## config.mk

```make
export PLATFORM = sky130hd
export DESIGN_NAME = fixed_pair_stream
export DESIGN_NICKNAME = d
export VERILOG_FILES = /design/src/rtl/fixed_pkg.sv /design/src/rtl/fixed_sync_fifo.sv /design/src/rtl/fixed_pair_stream.sv
export SDC_FILE = /design/constraint.sdc
export NUM_CORES = 1
export LEC_CHECK = 0
export CORE_ASPECT_RATIO = 1.75
export CORE_UTILIZATION = 60
export DETAILED_ROUTE_END_ITERATION = 8
export PLACE_DENSITY = 0.9
export SKIP_LAST_GASP = 1
export SYNTH_ARGS = -nofsm -noshare
export SYNTH_HDL_FRONTEND = slang
export SYNTH_HIERARCHICAL = 1
export SYNTH_SLANG_ARGS = --single-unit
```

## constraint.sdc

```tcl
create_clock -name clk -period 9.7 [get_ports clk]
set_input_delay 1.455 -clock clk [delete_from_list [all_inputs] [get_ports clk]]
set_output_delay 1.455 -clock clk [all_outputs]
set_load 0.05 [all_outputs]
```

## src/rtl/fixed_pkg.sv

```systemverilog
// Shared types for the fixed-point pair streamer: FSM state encoding and
// the FIFO pointer-width helper.
package fixed_pkg;

  typedef enum logic {
    IDLE   = 1'b0,
    STREAM = 1'b1
  } state_t;

  function automatic int ptr_width(input int depth);
    return (depth <= 2) ? 1 : $clog2(depth);
  endfunction

endpackage

```

## src/rtl/fixed_sync_fifo.sv

```systemverilog
// Single-clock FIFO with a combinational head so a word pushed into an empty
// FIFO is visible on the very next cycle. DEPTH must be a power of two.
module fixed_sync_fifo
  import fixed_pkg::*;
#(
  parameter int WIDTH = 8,
  parameter int DEPTH = 4
) (
  input  logic             clk,
  input  logic             reset,
  input  logic             push,
  input  logic [WIDTH-1:0] push_data,
  input  logic             pop,
  output logic [WIDTH-1:0] head,
  output logic             empty,
  output logic             full
);

  localparam int PW = ptr_width(DEPTH);

  logic [WIDTH-1:0] mem [DEPTH];
  logic [PW-1:0]    wr_ptr_reg;
  logic [PW-1:0]    rd_ptr_reg;
  logic [PW:0]      count_reg;
  logic             do_push;
  logic             do_pop;

  assign empty   = (count_reg == '0);
  assign full    = (count_reg == (PW+1)'(DEPTH));
  assign do_push = push && !full;
  assign do_pop  = pop && !empty;
  assign head    = mem[rd_ptr_reg];

  // Pointers wrap naturally because DEPTH is a power of two.
  always_ff @(posedge clk or posedge reset) begin
    if (reset) begin
      wr_ptr_reg <= '0;
      rd_ptr_reg <= '0;
      count_reg  <= '0;
    end else begin
      if (do_push) wr_ptr_reg <= wr_ptr_reg + PW'(1);
      if (do_pop)  rd_ptr_reg <= rd_ptr_reg + PW'(1);
      case ({do_push, do_pop})
        2'b10:   count_reg <= count_reg + (PW+1)'(1);
        2'b01:   count_reg <= count_reg - (PW+1)'(1);
        default: count_reg <= count_reg;
      endcase
    end
  end

  always_ff @(posedge clk) begin
    if (do_push) mem[wr_ptr_reg] <= push_data;
  end

endmodule

```

## src/rtl/fixed_pair_stream.sv

```systemverilog
// Pairs two fixed-point operand streams into lock-step A/B egress with vector
// framing (last, len_err). Optional FIXED_PAIR_STREAM_STATS_EN adds vec_done_cnt.
module fixed_pair_stream
  import fixed_pkg::*;
#(
  parameter int WI1   = 4,
  parameter int WF1   = 8,
  parameter int WI2   = 3,
  parameter int WF2   = 5,
  parameter int DEPTH = 4,
  parameter int LEN_W = 8
) (
  input  logic               clk,
  input  logic               reset,
  input  logic [WI1+WF1-1:0] a_in_data,
  input  logic               a_in_valid,
  output logic               a_in_ready,
  input  logic [WI2+WF2-1:0] b_in_data,
  input  logic               b_in_valid,
  output logic               b_in_ready,
  input  logic [LEN_W-1:0]   vec_len,
  output logic [WI1+WF1-1:0] A_data,
  output logic               A_valid,
  output logic               A_last,
  input  logic               A_ready,
  output logic [WI2+WF2-1:0] B_data,
  output logic               B_valid,
  output logic               B_last,
  input  logic               B_ready,
  output logic               len_err
`ifdef FIXED_PAIR_STREAM_STATS_EN
  ,
  output logic [15:0]        vec_done_cnt
`endif
);

  localparam int AW = WI1 + WF1;
  localparam int BW = WI2 + WF2;

  logic [AW-1:0]    a_head;
  logic [BW-1:0]    b_head;
  logic             a_empty, a_full, b_empty, b_full;
  logic             pair_valid, fire, last;
  state_t           state_reg, state_next;
  logic [LEN_W-1:0] count_reg, count_next;
  logic [LEN_W-1:0] len_reg, len_next;
  logic [LEN_W-1:0] len_eff, count_eff;
  logic             start, len_zero;
  logic             len_err_reg;

  assign a_in_ready = !a_full && !reset;
  assign b_in_ready = !b_full && !reset;
  assign pair_valid = !a_empty && !b_empty;
  assign fire       = pair_valid && A_ready && B_ready;

  fixed_sync_fifo #(.WIDTH(AW), .DEPTH(DEPTH)) u_fifo_a (
    .clk       (clk),
    .reset     (reset),
    .push      (a_in_valid && a_in_ready),
    .push_data (a_in_data),
    .pop       (fire),
    .head      (a_head),
    .empty     (a_empty),
    .full      (a_full)
  );

  fixed_sync_fifo #(.WIDTH(BW), .DEPTH(DEPTH)) u_fifo_b (
    .clk       (clk),
    .reset     (reset),
    .push      (b_in_valid && b_in_ready),
    .push_data (b_in_data),
    .pop       (fire),
    .head      (b_head),
    .empty     (b_empty),
    .full      (b_full)
  );

  always_ff @(posedge clk or posedge reset) begin
    if (reset) begin
      state_reg   <= IDLE;
      count_reg   <= '0;
      len_reg     <= '0;
      len_err_reg <= 1'b0;
    end else begin
      state_reg   <= state_next;
      count_reg   <= count_next;
      len_reg     <= len_next;
      len_err_reg <= fire && start && len_zero;
    end
  end

  // In IDLE the head pair opens a vector, so framing uses the live vec_len.
  always_comb begin
    state_next = state_reg;
    count_next = count_reg;
    len_next   = len_reg;
    start      = (state_reg == IDLE);
    len_zero   = (vec_len == '0);
    len_eff    = start ? (len_zero ? LEN_W'(1) : vec_len) : len_reg;
    count_eff  = start ? '0 : count_reg;
    last       = pair_valid && (count_eff == len_eff - LEN_W'(1));
    if (fire) begin
      if (start) len_next = len_eff;
      if (last) begin
        state_next = IDLE;
        count_next = '0;
      end else begin
        state_next = STREAM;
        count_next = count_eff + LEN_W'(1);
      end
    end
  end

  assign A_valid = pair_valid && !reset;
  assign B_valid = pair_valid && !reset;
  assign A_last  = last && !reset;
  assign B_last  = last && !reset;
  assign A_data  = reset ? '0 : a_head;
  assign B_data  = reset ? '0 : b_head;
  assign len_err = len_err_reg;

`ifdef FIXED_PAIR_STREAM_STATS_EN
  logic [15:0] vec_done_reg;

  always_ff @(posedge clk or posedge reset) begin
    if (reset)             vec_done_reg <= '0;
    else if (fire && last) vec_done_reg <= vec_done_reg + 16'd1;
  end

  assign vec_done_cnt = vec_done_reg;
`endif

endmodule

```

After elaboration in Yosys (flattened, before gate mapping) --
Memory sizes are Yosys's and may differ from the RTL's. Cells that the tools add are included.
Word-level totals: ROM bits 0, logic and storage cells 70, RAM bits 80, flip-flop bits (word level) 32, latch bits 0, memories kept 2
Cells by class: reduce and logical (&&, ||, !) cells 27, $mul 0, divide/modulo/power cells 0, shift operators 0, eq/ne operators 7, multiplexer cells 13, $add $sub $neg 10, magnitude comparators 0, bitwise operators 1
Memories:
- u_fifo_a.mem | words 4, width 12, read ports 1, clocked after memory_dff 0, write ports 1, RTL line fixed_sync_fifo.sv:21 | logic [WIDTH-1:0] mem [DEPTH];
- u_fifo_b.mem | words 4, width 8, read ports 1, clocked after memory_dff 0, write ports 1, RTL line fixed_sync_fifo.sv:21
Operators by type and width (number):
- 8-bit two-way mux | 5
- 1-bit logical AND | 16
- 12-bit two-way mux | 1
- 3-bit case mux with 2 select lines | 2
- 2-bit by 1-bit adder with 2-bit output, second input constant | 4
- 8-bit by 1-bit adder with 8-bit output, second input constant | 1
- 8-bit equality test | 1
- 8-bit logical NOT | 1
- 8-bit by 1-bit subtractor with 8-bit output, second input constant | 1
- 3-bit by 1-bit adder with 3-bit output, second input constant | 2
- 3-bit equality test, second input constant | 2
- 3-bit logical NOT | 2
- 3-bit by 1-bit subtractor with 3-bit output, second input constant | 2
- 1-bit logical NOT | 5
- 1-bit two-way mux | 5
- 2-bit by 1-bit equality test with 1-bit output, second input constant | 2
- 2-bit equality test, second input constant | 2
- 2-bit nonzero test | 2
- 2-bit AND reduction | 1
- 1-bit inverter | 1

Depth between registers and ports, before layout --
depth in word-level cells 8, gate-level depth with buffers 11, gate-level depth less buffers 11

Modules after synthesis --
Netlist, hierarchy kept.
Modules (own cells, without submodules):
- fixed_sync_fifo (u_fifo_a) | seq. area each 1616.6 um2, area each 2192.1 um2, times used 1, cells each 101
- fixed_sync_fifo (u_fifo_b) | seq. area each 1136.1 um2, area each 1596.5 um2, times used 1, cells each 80
- fixed_pair_stream | seq. area each 450.4 um2, area each 1413.9 um2, times used 1, cells each 166

Least setup slack after synthesis --
Ideal clock, no wire load.
path kind input to output, start input vec_len[5], end output B_last, required time 8245 ps, data arrival time 4212 ps, stages on the path 10, setup slack 4033 ps, path buffers 1, cell sequence nor4_1 > a21oi_2 > ha_1 > nor2b_1 > a32oi_1 > xor2_1 > nand4_1 > a2111oi_4 > and2_1 > buf_4
On the way: longest elaborated chain between the ends 7
RTL lines:
- from (decl) | RTL line fixed_pair_stream.sv:21 | input logic [LEN_W-1:0] vec_len,
- 8-bit logical NOT | RTL line fixed_pair_stream.sv:98 | len_zero = (vec_len == '0);
- 8-bit two-way mux (*) (2 in a row) | RTL line fixed_pair_stream.sv:99 | len_eff = start ? (len_zero ? LEN_W'(1) : vec_len) : len_reg;
- 8-bit by 1-bit subtractor with 8-bit output (*) | RTL line fixed_pair_stream.sv:101 | last = pair_valid && (count_eff == len_eff - LEN_W'(1));
- 8-bit equality test (*) | RTL line fixed_pair_stream.sv:101
- 1-bit logical AND (*) | RTL line fixed_pair_stream.sv:101
- 1-bit logical AND (*)
- to (decl) | RTL line fixed_pair_stream.sv:28 | output logic B_last,
Every way passes the cells marked *; elsewhere a longest branch is shown, timed or not.

Worst setup path after layout --
start input vec_len[5], end output B_last
On the way: longest elaborated chain between the ends 7
RTL lines:
- 8-bit logical NOT | RTL line fixed_pair_stream.sv:98
- 8-bit two-way mux (*) (2 in a row) | RTL line fixed_pair_stream.sv:99
- 8-bit by 1-bit subtractor with 8-bit output (*) | RTL line fixed_pair_stream.sv:101
- 8-bit equality test (*) | RTL line fixed_pair_stream.sv:101
- 1-bit logical AND (*) | RTL line fixed_pair_stream.sv:101
- 1-bit logical AND (*) | RTL line fixed_pair_stream.sv:117 | assign B_last = last && !reset;
Marks and branches as above.

==> out/results.ini <==
[status]
outcome=complete, no violations

[logic_synthesis]
synth_compound_gate_area_share_pct=4.57
synth_cell_types=51
avgSynthCellArea_um2=15.0
synth_xor_area_share_pct=4.21
netlist_area_um2=5200
yosysMostFrequentCell=edfxtp_1
synth_common_cells=edfxtp_1 (80), dfrtp_1 (32), nor2b_1 (21)
ys_seq_elements=112
synthTopCellsByArea=edfxtp_1 (46%), dfrtp_1 (15%), mux4_2 (6.9%)
ys.flop_type=edfxtp_1
synth_nets=395
synth_largest_area_cell=edfxtp_1
synth_top_family_by_area=multiplexers
synth-adder-area-share_pct=3.66
async_reset_ff_share_pct=28.6
yosys.area_share.simple_pct=10.5
yosysSeqAreaShare_pct=61.6
netlist_instances=347
synth_edf_count=80
yosysWarnings=6
synth_mux_area_share_pct=12.3
yosys.area.top_type_share_pct=46.2

[power]
power_density_nw_per_um2=287
cellLeakagePower_uw=0.00226
vdd_drop_max_uv=200

[clock_tree]
post-cts-setup-buffer-count=0
tritoncts=yes
post_cts_resized=0
clockBufferDepth=2
clock-sinks=112
clk_pin_slew_ns=0.07
cts_inserted_buffers=9
clock_latency_ns=0.34
cts_hold_buf=0
htreeDepth=3
cts_root_buf=clkbuf_16

[route]
wl_um=9400
wl_met2_um=5240
viasPerCell=5.74
avgRoutedWirePerCell_um=17.9
top_layer_used=met4
drt_iter0_markers=192
firstDrtPassIters=4
drc=0
via_count=3012
drt-met1-wl_um=3600
wl_met3_um=360
drtAntennaViolNets=0

[worst_setup_path]
worstSetupPathType=in -> out
cp.required_ns=8.25
timing.rr.start=state_reg$_DFFE_PP0P_
reg2reg_setup_slack_ns=6.34
start_kind=primary input
critPathCaptureType=output port
cp_max_fo=10
arrival_ns=5.39
rr_endpoint=count_reg[5]$_DFFE_PP0P_
rr_worst_depth=10

[cells_and_area]
fin_util_pct=73.6
drive_gt1_share_pct=13.9
finalInstanceArea_um2=6160
biggestRegsByFlops=u_fifo_a/mem (48), u_fifo_b/mem (32)
multi_input_area_um2=1830
largest_reg_flops=48
final_nets=453
syn2layout_area_growth_pct=18.4
ff_latch_area_um2=3200
final.fill_count=545
top_register=u_fifo_a/mem
diodes=0

[min_path]
min_from=len_reg[1]$_DFFE_PP0P_
whs_path_depth=1
worstHoldEndpoint=len_reg[1]$_DFFE_PP0P_
hp-class=reg -> reg

[global_route]
grt_max_degree=27
track_usage_pct=22.7
antenna_found_initial=0
grt_overflow_total=0
grt_pass1_wl_um=15300
grt_pass1_vias=3177

[placement]
pre_cts_slack_ns=2.85
hpwl_um=6500
placed_area_um2=5860
io_buffers=60
place_congestion=0.812

[floorplan]
fp.dieH_um=125
io_pins=61
die_area_um2=9060
rows=44
initial_core_util_pct=62.2
fp.dieW_um=72.4
core_area_um2=8370

[sta]
slew_violations=0
setup_viol=0
worst_slack_ns=2.86
max_freq_mhz=146
period_minus_slack_ns=6.84
skew_ns=0.00567
hold_viol=0
holdWs_ns=0.518
setup_tns_ns=0
fin_crit_sh_pct=70.5
max_slew_margin_pct=36.3
worst_pin_slew_ns=0.952
rsz0062_at_grt=no

[flow_run]
cap_violations=0

cell families (layout without fill, tap and decap cells):
logic type / after synthesis / after routing
multiplexers: 35 / 35
flip-flops: 112 / 112
XOR/XNOR: 25 / 25
buffers and inverters: 33 / 96
AO/OA/AOI/OAI: 32 / 32
adder cells (fa/ha/maj): 14 / 14
AND/OR/NAND/NOR: 96 / 96
stage by stage:
step	std cells	total power [µW]
after floorplan	347	1260
after global placement	509	1390
after detailed placement	509	1420
after CTS	525	1780
after global routing	525	1870
final	525	1770
cells in the final DEF, fill, tap and decap left out, types with 5 or more instances in the layout:
master / n
a21oi_1: 7
and2_1: 8
clkbuf_16: 9
clkdlybuf4s50_1: 60
dfrtp_1: 32
edfxtp_1: 80
ha_1: 12
inv_1: 19
mux2_2: 7
mux2i_1: 5
mux4_2: 16
nand2_1: 18
nand3_1: 8
nor2_1: 19
nor2b_1: 21
o21ai_0: 6
xnor2_1: 15
xor2_1: 10
how the worst max path moves through the flow:
stage | startpoint | to | slack, ns | cells past startpoint
3_5_place_dp | vec_len[5] | B_last | 2.85 | 11
4_1_cts | vec_len[5] | B_last | 2.85 | 11
6_report | vec_len[5] | B_last | 2.86 | 11
2_1_floorplan | vec_len[5] | B_last | 4.03 | 10
5_1_grt | vec_len[5] | A_last | 2.76 | 11
3_3_place_gp | vec_len[5] | A_last | 3.03 | 11
per-layer routing:
metal | up-vias | global-route usage, %
li1 | 1399 | -
met1 | 1527 | 25.8
met2 | 70 | 41.2
met3 | 16 | 4.35
met4 | 0 | 8.88
met5 | - | 0
final cells by class:
class | instances | share of cell area [%]
Clock inverter | 7 | 1.18
Tap cell | 115 | 2.34
Sequential cell | 112 | 52.0
Clock buffer | 9 | 3.66
Multi-Input combinational cell | 202 | 29.8
Timing Repair Buffer | 61 | 9.87
Inverter | 19 | 1.16
report_power, final:
group,leakage [µW],internal [µW],switching (µW)
clock,0.000143,182,172
sequential,0.00109,616,130
combinational,0.00102,323,345
critical path, cell delays in order:
cell	delay [ns]
clkdlybuf4s50_1	0.47
nor4_1	0.61
a21oi_2	0.19
ha_1	0.28
nor2b_1	0.14
a32oi_1	0.20
xor2_1	0.17
nand4_1	0.16
a2111oi_4	0.65
and2_1	0.23
clkdlybuf4s50_1	0.81
Note: power is estimated with default switching activity, not from simulation.
